$ cat config.mk
export PLATFORM = sky130hd
export DESIGN_NAME = hilo_muldiv
export DESIGN_NICKNAME = d
export VERILOG_FILES = /design/src/rtl/cpu_alu_pkg.sv /design/src/rtl/hilo_muldiv.sv
export SDC_FILE = /design/constraint.sdc
export NUM_CORES = 1
export LEC_CHECK = 0
export CAP_MARGIN = 15
export CORE_MARGIN = 3
export CORE_UTILIZATION = 55
export CTS_CLUSTER_SIZE = 10
export DETAILED_ROUTE_END_ITERATION = 8
export PLACE_DENSITY = 0.74
export SLEW_MARGIN = 20
export SYNTH_ARGS = -nofsm -noshare
export SYNTH_HDL_FRONTEND = slang
export SYNTH_SLANG_ARGS = --single-unit
$ cat constraint.sdc
create_clock -name clk -period 5.5 [get_ports clk]
set_input_delay 1.375 -clock clk [delete_from_list [all_inputs] [get_ports clk]]
set_output_delay 1.375 -clock clk [all_outputs]
set_load 0.02 [all_outputs]
$ cat src/rtl/cpu_alu_pkg.sv
// ALU control codes shared by the ALU decoder, ALU and HI/LO multiply/divide unit.
package cpu_alu_pkg;

  localparam logic [4:0] ALU_MULTU = 5'b00111;
  localparam logic [4:0] ALU_MULT  = 5'b01000;
  localparam logic [4:0] ALU_DIV   = 5'b01111;
  localparam logic [4:0] ALU_DIVU  = 5'b10000;
  localparam logic [4:0] ALU_MTHI  = 5'b10001;
  localparam logic [4:0] ALU_MTLO  = 5'b10010;

  function automatic logic is_muldiv(input logic [4:0] code);
    return (code == ALU_MULTU) || (code == ALU_MULT) ||
           (code == ALU_DIV)   || (code == ALU_DIVU);
  endfunction

  function automatic logic is_signed_op(input logic [4:0] code);
    return (code == ALU_MULT) || (code == ALU_DIV);
  endfunction

  function automatic logic is_div_op(input logic [4:0] code);
    return (code == ALU_DIV) || (code == ALU_DIVU);
  endfunction

endpackage

$ cat src/rtl/hilo_muldiv.sv
// Iterative multiply/divide unit with the HI/LO register pair.
// One shift-add or restoring-divide step per cycle, sign fix-up, then HI/LO write.
//
// state | meaning
// IDLE  | waiting; MTHI/MTLO write directly, mult/div accepted here
// RUN   | one multiply/divide iteration per cycle, counter 0..WIDTH-1
// FIX   | sign correction and HI/LO write, then back to IDLE
module hilo_muldiv
  import cpu_alu_pkg::*;
#(
  parameter int WIDTH = 32
) (
  input  logic             clk,
  input  logic             reset,
  input  logic             start,
  input  logic [4:0]       alucontrol,
  input  logic [WIDTH-1:0] srca,
  input  logic [WIDTH-1:0] srcb,
  output logic             busy,
  output logic             done,
  output logic [WIDTH-1:0] hi,
  output logic [WIDTH-1:0] lo
);

  localparam int CW = $clog2(WIDTH);
  localparam logic [CW-1:0] CNT_LAST = CW'(WIDTH - 1);

  typedef enum logic [1:0] {S_IDLE, S_RUN, S_FIX} state_t;

  state_t state, state_nxt;
  logic [CW-1:0]      cnt;
  logic [2*WIDTH-1:0] acc;
  logic [WIDTH-1:0]   a_mag, b_mag, a_raw;
  logic               op_div, neg_res, neg_rem, div_zero;
  logic               accept_md, write_hi, write_lo;

  logic               a_neg, b_neg;
  logic [WIDTH-1:0]   rem, quo, rem_nxt;
  logic               div_bit;
  logic [WIDTH:0]     trial;
  logic [2*WIDTH-1:0] prod_fix;

  // State register
  always_ff @(posedge clk or negedge reset) begin
    if (!reset) state <= S_IDLE;
    else        state <= state_nxt;
  end

  // Next-state logic
  always_comb begin
    state_nxt = state;
    case (state)
      S_IDLE:  if (start && is_muldiv(alucontrol)) state_nxt = S_RUN;
      S_RUN:   if (cnt == CNT_LAST) state_nxt = S_FIX;
      S_FIX:   state_nxt = S_IDLE;
      default: state_nxt = S_IDLE;
    endcase
  end

  // Output / control decode; only IDLE looks at start
  always_comb begin
    busy      = (state != S_IDLE);
    accept_md = (state == S_IDLE) && start && is_muldiv(alucontrol);
    write_hi  = (state == S_IDLE) && start && (alucontrol == ALU_MTHI);
    write_lo  = (state == S_IDLE) && start && (alucontrol == ALU_MTLO);
  end

  assign a_neg = is_signed_op(alucontrol) && srca[WIDTH-1];
  assign b_neg = is_signed_op(alucontrol) && srcb[WIDTH-1];

  // Restoring divide step: remainder in acc upper half, quotient in lower half
  always_comb begin
    rem     = acc[2*WIDTH-1:WIDTH];
    quo     = acc[WIDTH-1:0];
    div_bit = a_mag[CNT_LAST - cnt];
    trial   = {rem, div_bit} - {1'b0, b_mag};
    rem_nxt = trial[WIDTH] ? {rem[WIDTH-2:0], div_bit} : trial[WIDTH-1:0];
  end

  assign prod_fix = neg_res ? (~acc + 1'b1) : acc;

  always_ff @(posedge clk or negedge reset) begin
    if (!reset) begin
      cnt      <= '0;
      acc      <= '0;
      a_mag    <= '0;
      b_mag    <= '0;
      a_raw    <= '0;
      op_div   <= 1'b0;
      neg_res  <= 1'b0;
      neg_rem  <= 1'b0;
      div_zero <= 1'b0;
      hi       <= '0;
      lo       <= '0;
      done     <= 1'b0;
    end else begin
      done <= (state == S_FIX);
      if (write_hi) hi <= srca;
      if (write_lo) lo <= srca;
      if (accept_md) begin
        a_mag    <= a_neg ? (~srca + 1'b1) : srca;
        b_mag    <= b_neg ? (~srcb + 1'b1) : srcb;
        a_raw    <= srca;
        op_div   <= is_div_op(alucontrol);
        neg_res  <= a_neg ^ b_neg;
        neg_rem  <= a_neg;
        div_zero <= is_div_op(alucontrol) && (srcb == '0);
        acc      <= '0;
        cnt      <= '0;
      end
      if (state == S_RUN) begin
        cnt <= cnt + 1'b1;
        if (op_div)
          acc <= {rem_nxt, quo[WIDTH-2:0], ~trial[WIDTH]};
        else if (b_mag[cnt])
          acc <= acc + ({{WIDTH{1'b0}}, a_mag} << cnt);
      end
      if (state == S_FIX) begin
        if (!op_div) begin
          hi <= prod_fix[2*WIDTH-1:WIDTH];
          lo <= prod_fix[WIDTH-1:0];
        end else if (div_zero) begin
          hi <= a_raw;
          lo <= '1;
        end else begin
          hi <= neg_rem ? (~rem + 1'b1) : rem;
          lo <= neg_res ? (~quo + 1'b1) : quo;
        end
      end
    end
  end

endmodule
==> results.txt, run 1 <==
----------------------------------------------------
[Logic synthesis]
  Share of synthesized registers carrying an async set or reset ... 100.0%
  Biggest area consumer among synthesized cells ... sky130_fd_sc_hd__dfrtp_1
  Synthesized instance count ... ~2800
  Leading register cell type out of synthesis ... sky130_fd_sc_hd__dfrtp_1
  Synthesized area ... 22040 um2
  Synth warnings ... 0
  Synthesis-stage register bit count ... between 200 and 250
  Number of distinct library cells after synthesis ... 88
  Portion of the post-synthesis area used by sequential elements ... between 20% and 30%
  Net count after synthesis ... 3005
  Synth top area cells ... sky130_fd_sc_hd__dfrtp_1 27%, sky130_fd_sc_hd__nand2_1 7.2%, sky130_fd_sc_hd__o21ai_0 6.2%
  Area share of the leading cell type in the synthesized netlist ... about a quarter
  Post-synth EDFFs ... 0
  Mapped Avg Cell Area ... approximately 8 um2

[Cells and area]
  Fill cell count ... roughly 3500
  Share of final-layout standard cells stronger than drive strength 1 ... 7.428%
  Design Area, Final ... about 25000 um2
  Number of nets in the layout ... roughly 3000
  Most common cell after layout, fill and taps aside ... sky130_fd_sc_hd__nand2_1
  Most used cells in the layout excluding fill and tap cells ... 425 x sky130_fd_sc_hd__nand2_1, 274 x sky130_fd_sc_hd__o21ai_0, 234 x sky130_fd_sc_hd__a21oi_1
  Layout overhead on the synthesized area ... 12.58%

[CTS]
  Clock latency reported for the late side of the worst-skew pair ... 590 ps
  Clk buf depth ... 3
  Clk root buf ... sky130_fd_sc_hd__clkbuf_16
  Number of buffers inserted by post-CTS setup repair ... 0
  Post-CTS sizing ... 0
  CTS tree ... done
  Clock edge transition at the registers on the reported setup and hold paths ... approximately 60 ps
  Post-CTS Hold Buffers ... 0
  CTS H-Tree Depth ... 1
  Number of buffers added by the clock tree synthesis step ... 29
  CTS sink count ... around 240

[STA]
  Setup total negative slack ... 0 ps
  Max Clock Freq ... about 0.2 GHz
  Part of the cycle the worst path needs ... approximately 93%
  Final Setup Violations ... 0
  Fin. Hold Viols ... 0
  Headroom to the max-slew limit ... 22.95%
  Tightest Pin Transition ... 1153 ps
  Final WS setup ... 393.9 ps
  Setup clock skew after layout ... 26.55 ps
  Time the final worst path needs with I/O delays and setup ... between 5000 and 6000 ps
  Pins over their slew limit ... 0
  Hold Slack ... between 400 and 500 ps
  Setup repair after global routing missed its margin ... no

[Die]
  Core region area ... between 30000 and 40000 um2
  Initial Util ... 56.37%
  Die Y-Extent ... between 200 and 250 um
  IO Count ... between 100 and 150
  Row count ... between 70 and 80
  Horizontal die dimension ... 206.2 um
  Area of the die ... between 40000 and 50000 um2

[GRT]
  Global routing usage on met3 ... around a tenth
  Vias in the first global route ... 22120
  Maximum number of pins on one net before global-route repair ... roughly 110
  Number of antenna violations at the first check in global routing ... 1
  GR met2 Demand/Resource ... between 60 and 70%
  Global routing's busiest layer ... met2
  GR Util met1 ... between 50 and 60%
  Remaining Overflow, GRT ... 0
  All-layer global routing usage ... roughly two fifths
  First-pass GRT wire length ... ~140000 um

[Power and ir drop]
  Comb pwr share ... between 70% and 80%
  Total power per unit cell area ... roughly 750 nW/um2
  Cell-internal power ... roughly 8600 uW
  Switching Fraction ... approximately 54%
  Reported net switching power ... 10050 uW
  Peak ir drop on the vdd network ... roughly 0.00045 V
  Part of the power in registers ... between 10% and 20%
  Standby leakage power ... 0.01045 uW
  Clock network power share ... between 10% and 20%
  Power Total ... 18610 uW

[Place]
  Routability cong. ... slightly above 1
  Port buffer count ... around 140
  Total half-perimeter wirelength after legalization and detailed placement ... between 60000 and 70000 um
  Worst setup timing slack at the placement stage ... between 500 and 600 ps
  Instance area after placement ... between 20000 and 25000 um2

[Routing]
  Final routed wire length divided by cell count ... around 26 um
  Routed vias/inst ... ~6.8
  ANT nets after route ... 0
  Initial DRC count ... around 2800
  First-pass detailed-route iteration total ... 6
  Vias ... 22960
  Post-route DRC violation count ... 0
  Routed wire length ... approximately 89000 um

[Setup path]
  Critical path class ... flop to flop
  Worst Setup End Kind ... flop
  Signal arrival time at the worst endpoint ... around 5600 ps
  Largest fanout of any net on the critical path ... 18
  Data required, critical path ... 5950 ps
  Sort of element at the start of the critical path ... flop

[Min path]
  Hold/Removal Path Class ... flop to flop

[Run]
  Max-cap viol count ... 0

[Status]
  Outcome ... finished, final reports clean

----------------------------------------------------
## power by group through the flow
stage          clock, uW  sequential, uW  combinational (uW)
2_1_floorplan          0            3150                8820
3_3_place_gp           0            3550               12600
3_5_place_dp           0            3580               12700
4_1_cts             1860            3550               12800
5_1_grt             1930            3660               14200
6_report            1850            3620               13100
## cell type report
| type | count | area (um2) | area share [%] |
|---|---|---|---|
| inverter | 100 | 375.4 | 1.513 |
| antenna | 2 | 5.005 | 0.02017 |
| timing repair buffer | 213 | 2009 | 8.098 |
| clock buffer | 41 | 830.8 | 3.348 |
| multi-input combinational | 2289 | 15020 | 60.51 |
| clock inverter | 3 | 43.79 | 0.1765 |
| tap | 518 | 648.1 | 2.612 |
| sequential | 235 | 5887 | 23.72 |
## flip-flops by register name, indices dropped and copies added (netlist names), 2 cells and up
register and flops:
acc 64, a_mag 31, cnt 5, lo 32
a_raw 32, b_mag 32, state 2, hi 32
## worst max-delay path: stages, from the launching register on
cell,delay (ps)
sky130_fd_sc_hd__dfrtp_2,380
sky130_fd_sc_hd__buf_4,190
sky130_fd_sc_hd__buf_4,310
sky130_fd_sc_hd__mux2_2,370
sky130_fd_sc_hd__nand2_1,180
sky130_fd_sc_hd__nor2_1,60
sky130_fd_sc_hd__a21oi_1,300
sky130_fd_sc_hd__mux2_2,240
sky130_fd_sc_hd__mux2i_1,70
sky130_fd_sc_hd__ha_1,390
sky130_fd_sc_hd__a21oi_1,280
sky130_fd_sc_hd__o21bai_1,130
sky130_fd_sc_hd__a211oi_1,390
sky130_fd_sc_hd__o31ai_1,170
sky130_fd_sc_hd__a221o_1,360
sky130_fd_sc_hd__o21ai_1,360
sky130_fd_sc_hd__a211oi_1,170
sky130_fd_sc_hd__mux2_2,300
sky130_fd_sc_hd__o31ai_1,230
sky130_fd_sc_hd__nand3_1,100
## Yosys cell counts (all sizes together) (21+ instances only)
cell / n
o22ai: 24
a32oi: 34
a211oi: 35
xor2: 76
xnor2: 123
nand4: 38
mux2i: 100
a21oi: 235
nor2: 178
o31ai: 34
clkbuf: 176
dfrtp: 235
or4: 21
ha: 101
nand3: 37
o211ai: 40
inv: 99
o21bai: 21
o21ai: 305
buf: 30
nor3: 50
mux4: 33
nand2b: 21
mux2: 31
nand2: 425
or3: 26
a21o: 67
## per-stage QoR
step | util [%] | instances
final | 63.47 | 3401
after global routing | 63.46 | 3399
after CTS | 63.44 | 3399
after detailed placement | 61.20 | 3355
after global placement | 61.20 | 3355
after floorplan | - | 2830
## final timing paths
| check | from | to | slack [ps] | depth (start not counted) |
|---|---|---|---|---|
| max | cnt[0] | acc[56] | 390 | 19 |
| min | a_raw[31] | a_raw[31] | 480 | 2 |
| max reg2reg | cnt[0] | acc[56] | 390 | 19 |
| min reg2reg | a_raw[31] | a_raw[31] | 480 | 2 |
| max in group asynchronous | reset | acc[16] | 3510 | 2 |
| min in group asynchronous | reset | hi[17] | 840 | 1 |
## layer usage
metal	wire length (um)	part of all wire, %
met1	33550	38
met2	39110	44
met3	9224	10
met4	7020	7.9
met5	0	0
## cell families after synthesis
kind of cell,synth area share (%)
XOR/XNOR,7.908
multiplexers,9.497
AO/OA/AOI/OAI,26.08
adder cells (fa/ha/maj),5.915
AND/OR/NAND/NOR,18.51
buffers and inverters,5.410
flip-flops,26.68
(Power assumes the default switching activity.)
==> run 2: changes to the inputs <==
Settings changed: PLACE_DENSITY 0.74 to 0.79.
==> results.txt, run 2 (same netlist as run 1, synthesis figures left out) <==
----------------------------------------------------
[Place]
  Total half-perimeter wirelength after legalization and detailed placement ... roughly 67000 um
  Worst setup timing slack at the placement stage ... ~180 ps
  Port buffer count ... around 140
  Instance area after placement ... between 20000 and 25000 um2
  Routability cong. ... around 1.0

[Routing]
  Routed wire length ... ~90000 um
  Routed vias/inst ... roughly 6.8
  Final routed wire length divided by cell count ... 25.97 um
  Post-route DRC violation count ... 0
  First-pass detailed-route iteration total ... 8
  Initial DRC count ... between 2000 and 3000
  ANT nets after route ... 0
  Vias ... about 23000

[GRT]
  Remaining Overflow, GRT ... 0
  All-layer global routing usage ... about two fifths
  Vias in the first global route ... 22110
  First-pass GRT wire length ... around 130000 um
  Maximum number of pins on one net before global-route repair ... around 160
  Number of antenna violations at the first check in global routing ... 2

[Run]
  Max-cap viol count ... 0

[STA]
  Pins over their slew limit ... 0
  Max Clock Freq ... around 0.19 GHz
  Setup total negative slack ... 0 ps
  Time the final worst path needs with I/O delays and setup ... a little over 5000 ps
  Headroom to the max-slew limit ... just over 20%
  Tightest Pin Transition ... ~1200 ps
  Final Setup Violations ... 0
  Setup repair after global routing missed its margin ... no
  Part of the cycle the worst path needs ... between 90% and 100%
  Fin. Hold Viols ... 0
  Final WS setup ... approximately 320 ps
  Setup clock skew after layout ... approximately 31 ps

[CTS]
  Clock latency reported for the late side of the worst-skew pair ... 600 ps
  CTS sink count ... approximately 240
  Clk buf depth ... 3
  Clock edge transition at the registers on the reported setup and hold paths ... around 60 ps
  Number of buffers added by the clock tree synthesis step ... 29
  CTS tree ... done
  Clk root buf ... sky130_fd_sc_hd__clkbuf_16
  Post-CTS Hold Buffers ... 0
  CTS H-Tree Depth ... 1

[Cells and area]
  Number of flip-flops under the largest register name ... 64
  Share of final-layout standard cells stronger than drive strength 1 ... about 7.6%
  Design Area, Final ... about 25000 um2
  Most common cell after layout, fill and taps aside ... sky130_fd_sc_hd__nand2_1
  Layout overhead on the synthesized area ... 12.45%
  Top reg by flops ... acc
  Fill cell count ... roughly 3400
  Diode count ... 0
  Finished Core Util ... 63.39%
  Most used cells in the layout excluding fill and tap cells ... 425 x sky130_fd_sc_hd__nand2_1, 274 x sky130_fd_sc_hd__o21ai_0, 234 x sky130_fd_sc_hd__a21oi_1
  Number of nets in the layout ... approximately 3000

[Setup path]
  Critical path class ... flop to flop
  Data required, critical path ... 6020 ps
  Signal arrival time at the worst endpoint ... approximately 5700 ps
  Sort of element at the start of the critical path ... flop
  Worst Setup End Kind ... flop
  Largest fanout of any net on the critical path ... 22

[Power and ir drop]
  Total power per unit cell area ... 754.8 nW/um2
  Standby leakage power ... around 0.010 uW
  Power Total ... roughly 19000 uW
  Peak ir drop on the vdd network ... 0.0003839 V

[Die]
  Area of the die ... between 40000 and 50000 um2
  IO Count ... between 100 and 150
  Die Y-Extent ... between 200 and 250 um
  Core region area ... 39100 um2
  Horizontal die dimension ... 206.2 um
  Row count ... a little over 70
  Initial Util ... between 50% and 60%

[Status]
  Outcome ... finished, final reports clean

[Min path]
  Hold/Removal Path Class ... flop to flop

----------------------------------------------------
## run 2: cell count changes in the layout (fill, tap and decap cells not counted), sizes merged
cell      change
bufinv        -1
clkinv        +2
buf           +3
clkbuf        -3
clkinvlp      +1
diode         -2
## run 2: worst paths after layout
check	cells past startpoint	endpoint	start	slack [ps]
setup / recovery	17	acc[57]	cnt[2]	320
hold / removal	2	a_raw[25]	a_raw[25]	480
setup reg to reg	17	acc[57]	cnt[2]	320
hold reg to reg	2	a_raw[25]	a_raw[25]	480
max in group asynchronous	2	acc[17]	reset	3460
min in group asynchronous	1	a_raw[8]	reset	840
## run 2: timing repair
item                       4_1_cts  5_1_grt
setup endpoints to repair        0        5
resized for setup                0        3
buffers inserted                 0        1
## run 2: metrics by stage
step	instances	hold slack, ps
4_1_cts	3400	480.4
6_report	3401	480.8
2_1_floorplan	2830	445.4
3_5_place_dp	3357	464.9
3_3_place_gp	3357	457.2
5_1_grt	3401	497.4
## run 2: area by class of cell
type / instances / area (um2) / share of cell area [%]
flip-flops and latches: 235 / 5891 / 23.77
clock inverters: 5 / 42.54 / 0.1716
repair buffers: 216 / 2023 / 8.163
clock buffers: 38 / 789.5 / 3.185
inverters: 100 / 375.4 / 1.514
multi-input cells: 2289 / 15020 / 60.58
well taps: 518 / 648.1 / 2.615
## run 2: layer usage
metal  up-vias  GRT usage [%]  wire length, um
met5         -              0               13
met4         2          25.36             6884
met1     11110          50.24            33150
met2      1393          65.29            39370
li1      10340              -                -
met3       360          8.379             8915
## run 2: power breakdown
part | total, uW | switching (uW) | internal [uW]
combinational | 13200 | 8070 | 5130
sequential | 3720 | 1260 | 2460
clock | 1800 | 802 | 993
## run 2: critical path, cell delays in order (launching register included)
cell	delay [ps]
sky130_fd_sc_hd__dfrtp_2	720
sky130_fd_sc_hd__buf_4	330
sky130_fd_sc_hd__buf_4	320
sky130_fd_sc_hd__nor2_1	90
sky130_fd_sc_hd__a21oi_1	250
sky130_fd_sc_hd__mux2_2	250
sky130_fd_sc_hd__mux2i_1	120
sky130_fd_sc_hd__ha_1	450
sky130_fd_sc_hd__a21o_1	210
sky130_fd_sc_hd__a21o_1	180
sky130_fd_sc_hd__a221oi_1	560
sky130_fd_sc_hd__o21ai_0	190
sky130_fd_sc_hd__a21oi_1	270
sky130_fd_sc_hd__a21boi_0	210
sky130_fd_sc_hd__o211ai_1	260
sky130_fd_sc_hd__mux2_2	360
sky130_fd_sc_hd__a21oi_1	160
sky130_fd_sc_hd__a32o_1	170
